## src/rtl/ipbase_chksum32_stream.sv

```systemverilog
// Streaming per-packet checksum: XOR-fold32 (ALG=0) or 16-bit ones'-complement sum (ALG=1).
// One result per packet, held in a single-entry output register with valid/ready handshake.
module ipbase_chksum32_stream #(
  parameter int unsigned DATA_W = 512,
  parameter int unsigned ALG    = 0,
  parameter logic [31:0] INIT   = 32'h0
) (
  input  logic                clk,
  input  logic                rst,
  input  logic                in_valid,
  output logic                in_ready,
  input  logic [DATA_W-1:0]   in_data,
  input  logic [DATA_W/8-1:0] in_keep,
  input  logic                in_last,
  output logic                res_valid,
  input  logic                res_ready,
  output logic [31:0]         res_sum,
  output logic [15:0]         res_beats
);

  localparam int unsigned N_BYTES = DATA_W / 8;
  localparam int unsigned N_W32   = DATA_W / 32;
  localparam int unsigned N_W16   = DATA_W / 16;
  localparam logic [31:0] SEED    = (ALG == 0) ? INIT : 32'h0;

  typedef enum logic {S_IDLE, S_ACC} state_e;

  state_e             state_q, state_d;
  logic               pkt_start;
  logic [31:0]        acc_q, acc_d;
  logic [15:0]        beats_q, beats_d;
  logic               res_valid_q, res_valid_d;
  logic [31:0]        res_sum_q, res_sum_d;
  logic [15:0]        res_beats_q, res_beats_d;

  logic               accept;
  logic [DATA_W-1:0]  masked;
  logic [31:0]        acc_base, beat_xor, oc_sum, acc_new;
  logic [15:0]        beats_base, beats_new;

  assign in_ready = ~rst & (~res_valid_q | res_ready);
  assign accept   = in_valid & in_ready;

  // NOTE: sequential state uses non-blocking assignments so every register samples pre-edge values.
  always_ff @(posedge clk) begin
    if (rst) state_q <= S_IDLE;
    else     state_q <= state_d;
  end

  // NOTE: every combinational output gets a default first so no path can infer a latch.
  always_comb begin
    state_d = state_q;
    if (accept) state_d = in_last ? S_IDLE : S_ACC;
  end

  always_comb begin
    pkt_start = (state_q == S_IDLE);
  end

  always_comb begin
    masked = '0;
    for (int k = 0; k < N_BYTES; k++) begin
      if (in_keep[k]) masked[8*k +: 8] = in_data[8*k +: 8];
    end
  end

  // First beat of a packet starts from the seed, so no explicit clear is needed between packets.
  always_comb begin
    acc_base = pkt_start ? SEED : acc_q;
    beat_xor = '0;
    for (int j = 0; j < N_W32; j++) beat_xor ^= masked[32*j +: 32];
    oc_sum = {16'h0, acc_base[15:0]};
    for (int i = 0; i < N_W16; i++) oc_sum += {16'h0, masked[16*i +: 16]};
    // Two folds absorb all carries: the sum stays below 2^23 for the widest beat.
    oc_sum = {16'h0, oc_sum[15:0]} + {16'h0, oc_sum[31:16]};
    oc_sum = {16'h0, oc_sum[15:0]} + {16'h0, oc_sum[31:16]};
    acc_new    = (ALG == 0) ? (acc_base ^ beat_xor) : {16'h0, oc_sum[15:0]};
    beats_base = pkt_start ? 16'h0 : beats_q;
    beats_new  = (beats_base == 16'hFFFF) ? beats_base : beats_base + 16'd1;
  end

  always_comb begin
    acc_d       = acc_q;
    beats_d     = beats_q;
    res_valid_d = res_valid_q;
    res_sum_d   = res_sum_q;
    res_beats_d = res_beats_q;
    if (accept) begin
      acc_d   = acc_new;
      beats_d = beats_new;
    end
    if (accept && in_last) begin
      res_valid_d = 1'b1;
      res_sum_d   = (ALG == 0) ? acc_new : {16'h0, ~acc_new[15:0]};
      res_beats_d = beats_new;
    end else if (res_valid_q && res_ready) begin
      res_valid_d = 1'b0;
    end
  end

  always_ff @(posedge clk) begin
    if (rst) begin
      acc_q       <= SEED;
      beats_q     <= 16'h0;
      res_valid_q <= 1'b0;
      res_sum_q   <= 32'h0;
      res_beats_q <= 16'h0;
    end else begin
      acc_q       <= acc_d;
      beats_q     <= beats_d;
      res_valid_q <= res_valid_d;
      res_sum_q   <= res_sum_d;
      res_beats_q <= res_beats_d;
    end
  end

  assign res_valid = res_valid_q;
  assign res_sum   = res_sum_q;
  assign res_beats = res_beats_q;

endmodule

```

## config.mk

```make
export PLATFORM = sky130hd
export DESIGN_NAME = ipbase_chksum32_stream
export DESIGN_NICKNAME = d
export VERILOG_FILES = /design/src/rtl/ipbase_chksum32_stream.sv
export SDC_FILE = /design/constraint.sdc
export NUM_CORES = 1
export LEC_CHECK = 0
export BUFFER_PORTS_ARGS = -buffer_cell sky130_fd_sc_hd__buf_2
export CORE_AREA = 4 4 245 247
export CTS_BUF_LIST = sky130_fd_sc_hd__clkbuf_8 sky130_fd_sc_hd__clkbuf_16
export CTS_CLUSTER_SIZE = 16
export DETAILED_ROUTE_END_ITERATION = 6
export DIE_AREA = 0 0 249 251
export GPL_TIMING_DRIVEN = 0
export PLACE_DENSITY = 0.44
export SLEW_MARGIN = 20
export SYNTH_ARGS = -nofsm -noshare
export SYNTH_HDL_FRONTEND = slang
export SYNTH_SLANG_ARGS = --single-unit
```

## constraint.sdc

```tcl
create_clock -name clk -period 3.58 [get_ports clk]
set_input_delay 0.716 -clock clk [delete_from_list [all_inputs] [get_ports clk]]
set_output_delay 0.716 -clock clk [all_outputs]
set_load 0.005 [all_outputs]
```

==> impl_metrics.csv, run 1 <==
group,metric,value,unit
layout,area_growth_syn_to_layout,37.64,%
global_route,grt_pass1_wl,78820,microns
synthesis,syn-instance-count,1567,
synthesis,synthTopCellsByCount,"668 x nand2_1, 388 x xnor2_1, 98 x dfxtp_1, 73 x xor2_1, 61 x clkbuf_1",
drt,wl_per_cell,18.63,microns
setup_path,path_class,"register to register",
synthesis,syn_area_per_cell,6.992,sq um
global_route,grt_usage,16.62,%
drt,ant_nets,0,
run_status,outcome,"complete, no violations",
sta,rsz0062_at_grt,"no",
cts,cts_root_buf,"clkbuf_16",
cts,cts-htree-levels,3,
sta,setup_viol_count_final,0,
layout,fillers,6565,
floorplanning,die_area,0.06250,sq mm
cts,cts_setup_buffers,0,
sta,final_max_slew_viol_count,0,
cts,numClockSinks,98,
hold_path,min_from,"res_sum[21]$_SDFFE_PP0P_",
synthesis,netlist_area,0.01096,sq mm
setup_path,arrival,3.19,ns
synthesis,async_reset_ff_share,0,%
hold_path,hp-class,"register to register",
global_route,grt_max_degree,18,
setup_path,crit_required,3.81,ns
setup_path,r2r_slack,0.63,ns
run,cap_violations,0,
place,gp_congestion,0.9506,
cts,clk_pin_slew,0.08,ns
setup_path,end_kind,"register",
floorplanning,die_w,249,microns
place,numPlacedInstances,2898,
drt,firstDrtPassIters,4,
sta,skew,0.009898,ns
place,io_buffer_count,566,
layout,layout.nets,2726,
drt,drc,0,
sta,hold_viol_final,0,
place,hpwl,46610,microns
floorplanning,initial_utilization,19.03,%
floorplanning,die_h,251,microns
global_route,antenna_found_initial,4,
synthesis,syn_nets,2149,
synthesis,ys_top_cells_by_area,"xnor2_1 31%, nand2_1 23%, dfxtp_1 18%",
global_route,gr-total-overflow,0,
hold_path,hold_end,"res_sum[21]$_SDFFE_PP0P_",
power_and_ir_drop,leakagePower,6.721,nW
drt,drt_iter0_markers,491,
synthesis,synth-seq-cells,98,
cts,cts_buffers,9,
setup_path,r2r-start,"state_q$_SDFFE_PP0P_",
sta,post-route-period-util,82.47,%
cts,ctsHoldBuffers,0,
layout,final_cells,2917,
floorplanning,core_region_area,0.05759,sq mm
setup_path,reg2reg_depth,11,
layout,drive_above_1_share,29.32,%
setup_path,cp_max_fo,10,
sta,worst_pin_slew,0.8572,ns
drt,route.vias.total,11935,
sta,max_freq,338.7,MHz
sta,fin_crit,2.952,ns
drt,viasPerCell,4.092,
power_and_ir_drop,ir_worst_vdd,0.2220,mV
cts,cts_resized,0,
global_route,grt_pass1_vias,12575,
cts,cts_buffer_depth,2,
setup_path,start_kind,"register",
synthesis,yosys_warnings,0,
drt,routed_wl,54330,microns
cts,clkLatencyLatePin,0.37,ns
hold_path,whs_path_depth,2,
synthesis,ys.flop_type,"dfxtp_1",
power_and_ir_drop,p_total,5.174,mW
floorplanning,num_io_pins,631,
setup_path,r2r_end,"res_beats[14]$_SDFFE_PP0P_",
floorplanning,rows,88,
synthesis,synth.distinct_cells,48,
synthesis,synth_area_leader_cell,"xnor2_1",
cts,cts_tree,"built",
synthesis,synth.most_common_cell,"nand2_1",
synthesis,netlist.area_leader.share,31.02,%
synthesis,synth_edf_count,0,
sta,setup_tns,0,ns
sta,slew_headroom,42.85,%
power_and_ir_drop,power.density,343.1,mW/mm^2
synthesis,ys_seq_area_share,17.91,%
==> sequential cells by signal, summed over array words and instances (netlist names) <==
register and cells:
beats_q 16, res_valid 1, state_q 1, acc_q 32, res_sum 32, res_beats 16
==> critical path, stage by stage (launching register included) <==
cell and delay (ns):
dfxtp_1 0.36, buf_6 0.23, buf_6 0.25, buf_4 0.22
and2_1 0.17, ha_1 0.21, and2_1 0.13, buf_2 0.20
nand2_1 0.11, or4b_1 0.54, xnor2_1 0.28, a211oi_1 0.11
==> cells by family after synthesis <==
kind of cell	count (synthesis)	synth area share [%]
AND/OR/NAND/NOR	755	28.00
AO/OA/AOI/OAI	116	6.372
adder cells (fa/ha/maj)	1	0.1142
flip-flops	98	17.91
buffers and inverters	103	4.088
multiplexers	1	0.09136
XOR/XNOR	493	43.43
==> power breakdown <==
| part | internal (mW) | switching (mW) |
|---|---|---|
| clock network | 0.621 | 0.511 |
| logic | 1.33 | 1.35 |
| registers | 1.27 | 0.0908 |
| total | 3.22 | 1.95 |
==> worst max path at each step <==
stage	end	from	cells after the start
after floorplan	beats_q[14]$_SDFFE_PP0P_	state_q$_SDFFE_PP0P_	12
final	res_beats[14]$_SDFFE_PP0P_	state_q$_SDFFE_PP0P_	11
after detailed placement	res_beats[2]$_SDFFE_PP0P_	rst	8
after global placement	res_beats[2]$_SDFFE_PP0P_	rst	8
after CTS	res_beats[14]$_SDFFE_PP0P_	state_q$_SDFFE_PP0P_	11
after global routing	res_beats[14]$_SDFFE_PP0P_	state_q$_SDFFE_PP0P_	11
==> per-layer routing <==
layer,global-route usage (%),vias up,routed length (microns),part of all wire (%)
li1,-,5999,-,-
met2,31.30,469,27650,51
met1,19.03,5421,21850,40
met4,5.193,0,1425,2.6
met3,3.021,46,3404,6.3
met5,0,-,0,0
==> stage by stage <==
step                instance area, sq um  utilization [%]  setup slack, ns  hold slack (ns)
floorplan                          10960                -            1.195           0.4398
global placement                   14750            25.61           0.4571           0.4401
detailed placement                 14750            25.61           0.3837           0.4461
CTS                                15070            26.18           0.5465           0.4566
global route                       15080            26.19           0.3513           0.4786
finish                             15080            26.19           0.6276           0.4540
==> layout by cell type, fill, tap and decap left out, types with 3 or more instances in the layout <==
cell,count
a211oi_1,8
a21oi_1,42
a32o_1,9
and2_1,4
and3_1,3
buf_1,5
buf_2,591
clkbuf_1,61
clkbuf_16,9
clkbuf_2,6
dfxtp_1,98
diode_2,3
inv_1,3
nand2_1,668
nand2b_1,35
nand3_1,8
nand3b_1,3
nor2_1,14
nor2b_1,3
o21ai_0,49
xnor2_1,388
xnor3_1,32
xor2_1,73
==> area by class of cell <==
type	instances	area, sq um	area share [%]
antenna	3	7.507	0.04978
buffer	101	440.4	2.920
clock buffer	9	225.2	1.493
clock inverter	7	101.3	0.6720
inverter	2	7.507	0.04978
multi-input combinational	1366	8547	56.67
sequential	98	1962	13.01
tap	765	957.2	6.347
timing repair buffer	566	2833	18.78
Power figures use the tool's default switching activity.
==> run 2, diff against run 1 <==
Settings changed: PLACE_DENSITY 0.44 to 0.45.
Clock period 3.58 ns to 2.54 ns, I/O delays scaled along.
==> run 2 against run 1 <==
Net effect:
- utilization rose by 0.32 points
- sequential share of layout area fell by 0.15 points
- routed wire length rose by 0.24%
- global-route usage barely moved
- die area did not move
- sequential power rose by 41%
- final cell count rose by 0.24%
- via count rose by 1.2%
- first-iteration DRC count rose by 8.4%
- register-to-register slack got worse by 0.52 ns
==> impl_metrics.csv, run 2 (same netlist as run 1, synthesis figures left out) <==
group,metric,value,unit
run_status,outcome,"complete, no violations",
layout,layout_common_cells,"667 x nand2_1, 590 x buf_2, 385 x xnor2_1",
place,io_buffer_count,566,
sta,setup_viol_count_final,0,
power_and_ir_drop,comb_power_share,52.7,%
drt,viasPerCell,4.131,
setup_path,crit_required,2.84,ns
place,gp_congestion,0.9670,
floorplanning,initial_utilization,19.03,%
setup_path,end_kind,"register",
drt,drt_iter0_markers,532,
cts,clk_pin_slew,0.08,ns
global_route,gr-total-overflow,0,
drt,wl_per_cell,18.63,microns
cts,cts_tree,"built",
drt,route.vias.total,12078,
place,numPlacedInstances,2898,
layout,final_cells,2924,
cts,numClockSinks,98,
setup_path,start_kind,"register",
sta,setup_tns,0,ns
sta,setup_ws,0.1054,ns
power_and_ir_drop,p_sw,2.811,mW
cts,cts_buffers,9,
sta,max_freq,410.7,MHz
drt,firstDrtPassIters,5,
floorplanning,die_h,251,microns
global_route,grt_pass1_vias,12628,
sta,hold_viol_final,0,
drt,drc,0,
layout,area_growth_syn_to_layout,39.29,%
setup_path,arrival,2.74,ns
floorplanning,num_io_pins,631,
layout,layout.nets,2735,
sta,fin_crit,2.435,ns
power_and_ir_drop,power.density,478.7,mW/mm^2
power_and_ir_drop,swShare,38.47,%
setup_path,reg2reg_depth,11,
sta,worst_pin_slew,0.7298,ns
sta,skew,0.02023,ns
cts,cts_root_buf,"clkbuf_16",
place,pre_cts_slack,-0.6918,ns
layout,drive_above_1_share,30.21,%
floorplanning,die_area,0.06250,sq mm
power_and_ir_drop,p_int,4.496,mW
cts,clkLatencyLatePin,0.39,ns
sta,slew_headroom,51.34,%
global_route,grt_pass1_wl,78570,microns
layout,finish.instance_area,0.01526,sq mm
power_and_ir_drop,p_total,7.306,mW
global_route,grt_usage,16.63,%
place,placed_cell_area,0.01475,sq mm
run,cap_violations,0,
cts,cts_buffer_depth,2,
power_and_ir_drop,ir_worst_vdd,0.2515,mV
power_and_ir_drop,p_clk_share,21.1,%
global_route,grt_max_degree,20,
hold_path,whs_path_depth,2,
power_and_ir_drop,leakagePower,6.818,nW
floorplanning,core_region_area,0.05759,sq mm
sta,holdWs,0.4575,ns
sta,rsz0062_at_grt,"no",
layout,multiInputGateArea,0.008627,sq mm
power_and_ir_drop,sequentialPowerShare,26.2,%
sta,final_max_slew_viol_count,0,
setup_path,cp_max_fo,6,
layout,utilization,26.50,%
cts,cts-htree-levels,3,
setup_path,path_class,"register to register",
layout,final_common_cell,"nand2_1",
drt,ant_nets,0,
global_route,antenna_found_initial,5,
layout,fillers,6457,
place,hpwl,47370,microns
hold_path,hp-class,"register to register",
floorplanning,rows,88,
drt,routed_wl,54470,microns
floorplanning,die_w,249,microns
sta,post-route-period-util,95.85,%
layout,seq_area,0.001963,sq mm
run 2: changes by cell type in the layout (fill, tap and decap cells not counted), moves of 2 or more:
cell,previous run,this run
buf_4,2,10
clkinv_8,0,2
diode_2,3,1
o21ai_0,49,47
o21ai_1,0,2
xnor2_1,388,385
xnor2_2,0,2
run 2: final cells by class:
class	instances	share of cell area, %
Inverter	2	0.04919
Multi-Input combinational cell	1366	56.53
Clock buffer	9	1.476
Clock inverter	7	0.6476
Buffer	101	3.148
Sequential cell	98	12.86
Timing Repair Buffer	575	19.00
Tap cell	765	6.272
Antenna cell	1	0.01640
run 2: repair_timing:
item                                    4_1_cts  5_1_grt
gates resized for setup                      20        7
endpoints found under the setup margin       86       26
hold endpoints to repair                      0        0
buffers inserted                              6        3
hold buffers                                  0        0
gates cloned                                  0        0
pin swaps                                     4        5
run 2: power by group through the flow:
stage,Clock [mW],Sequential [mW],Combinational (mW)
detailed placement,0,1.95,3.88
global route,1.67,1.94,4.26
global placement,0,1.95,3.87
CTS,1.61,1.92,3.93
floorplan,0,1.93,2.57
finish,1.54,1.92,3.85
run 2: worst paths after layout:
kind                                 from                          to  slack, ns
setup / recovery     state_q$_SDFFE_PP0P_  res_beats[14]$_SDFFE_PP0P_       0.11
hold / removal    res_sum[0]$_SDFFE_PP0P_     res_sum[0]$_SDFFE_PP0P_       0.46
setup reg to reg     state_q$_SDFFE_PP0P_  res_beats[14]$_SDFFE_PP0P_       0.11
hold reg to reg   res_sum[0]$_SDFFE_PP0P_     res_sum[0]$_SDFFE_PP0P_       0.46
run 2: layer usage:
layer | share of wire (%) | vias up | track usage (%) | routed length (microns)
met4 | 3.6 | 4 | 6.075 | 1946
met1 | 40 | 5474 | 19.25 | 21920
li1 | - | 6014 | - | -
met5 | 0.039 | - | 0 | 21
met2 | 49 | 507 | 30.00 | 26940
met3 | 6.7 | 79 | 3.838 | 3643
run 2: worst max-delay path, stage by stage (launching register included):
cell	delay (ns)
dfxtp_2	0.36
buf_12	0.13
buf_16	0.12
buf_8	0.10
and2_4	0.14
ha_2	0.16
and2_1	0.13
buf_6	0.13
nand2_2	0.08
or4b_4	0.58
xnor2_4	0.18
a211oi_2	0.20
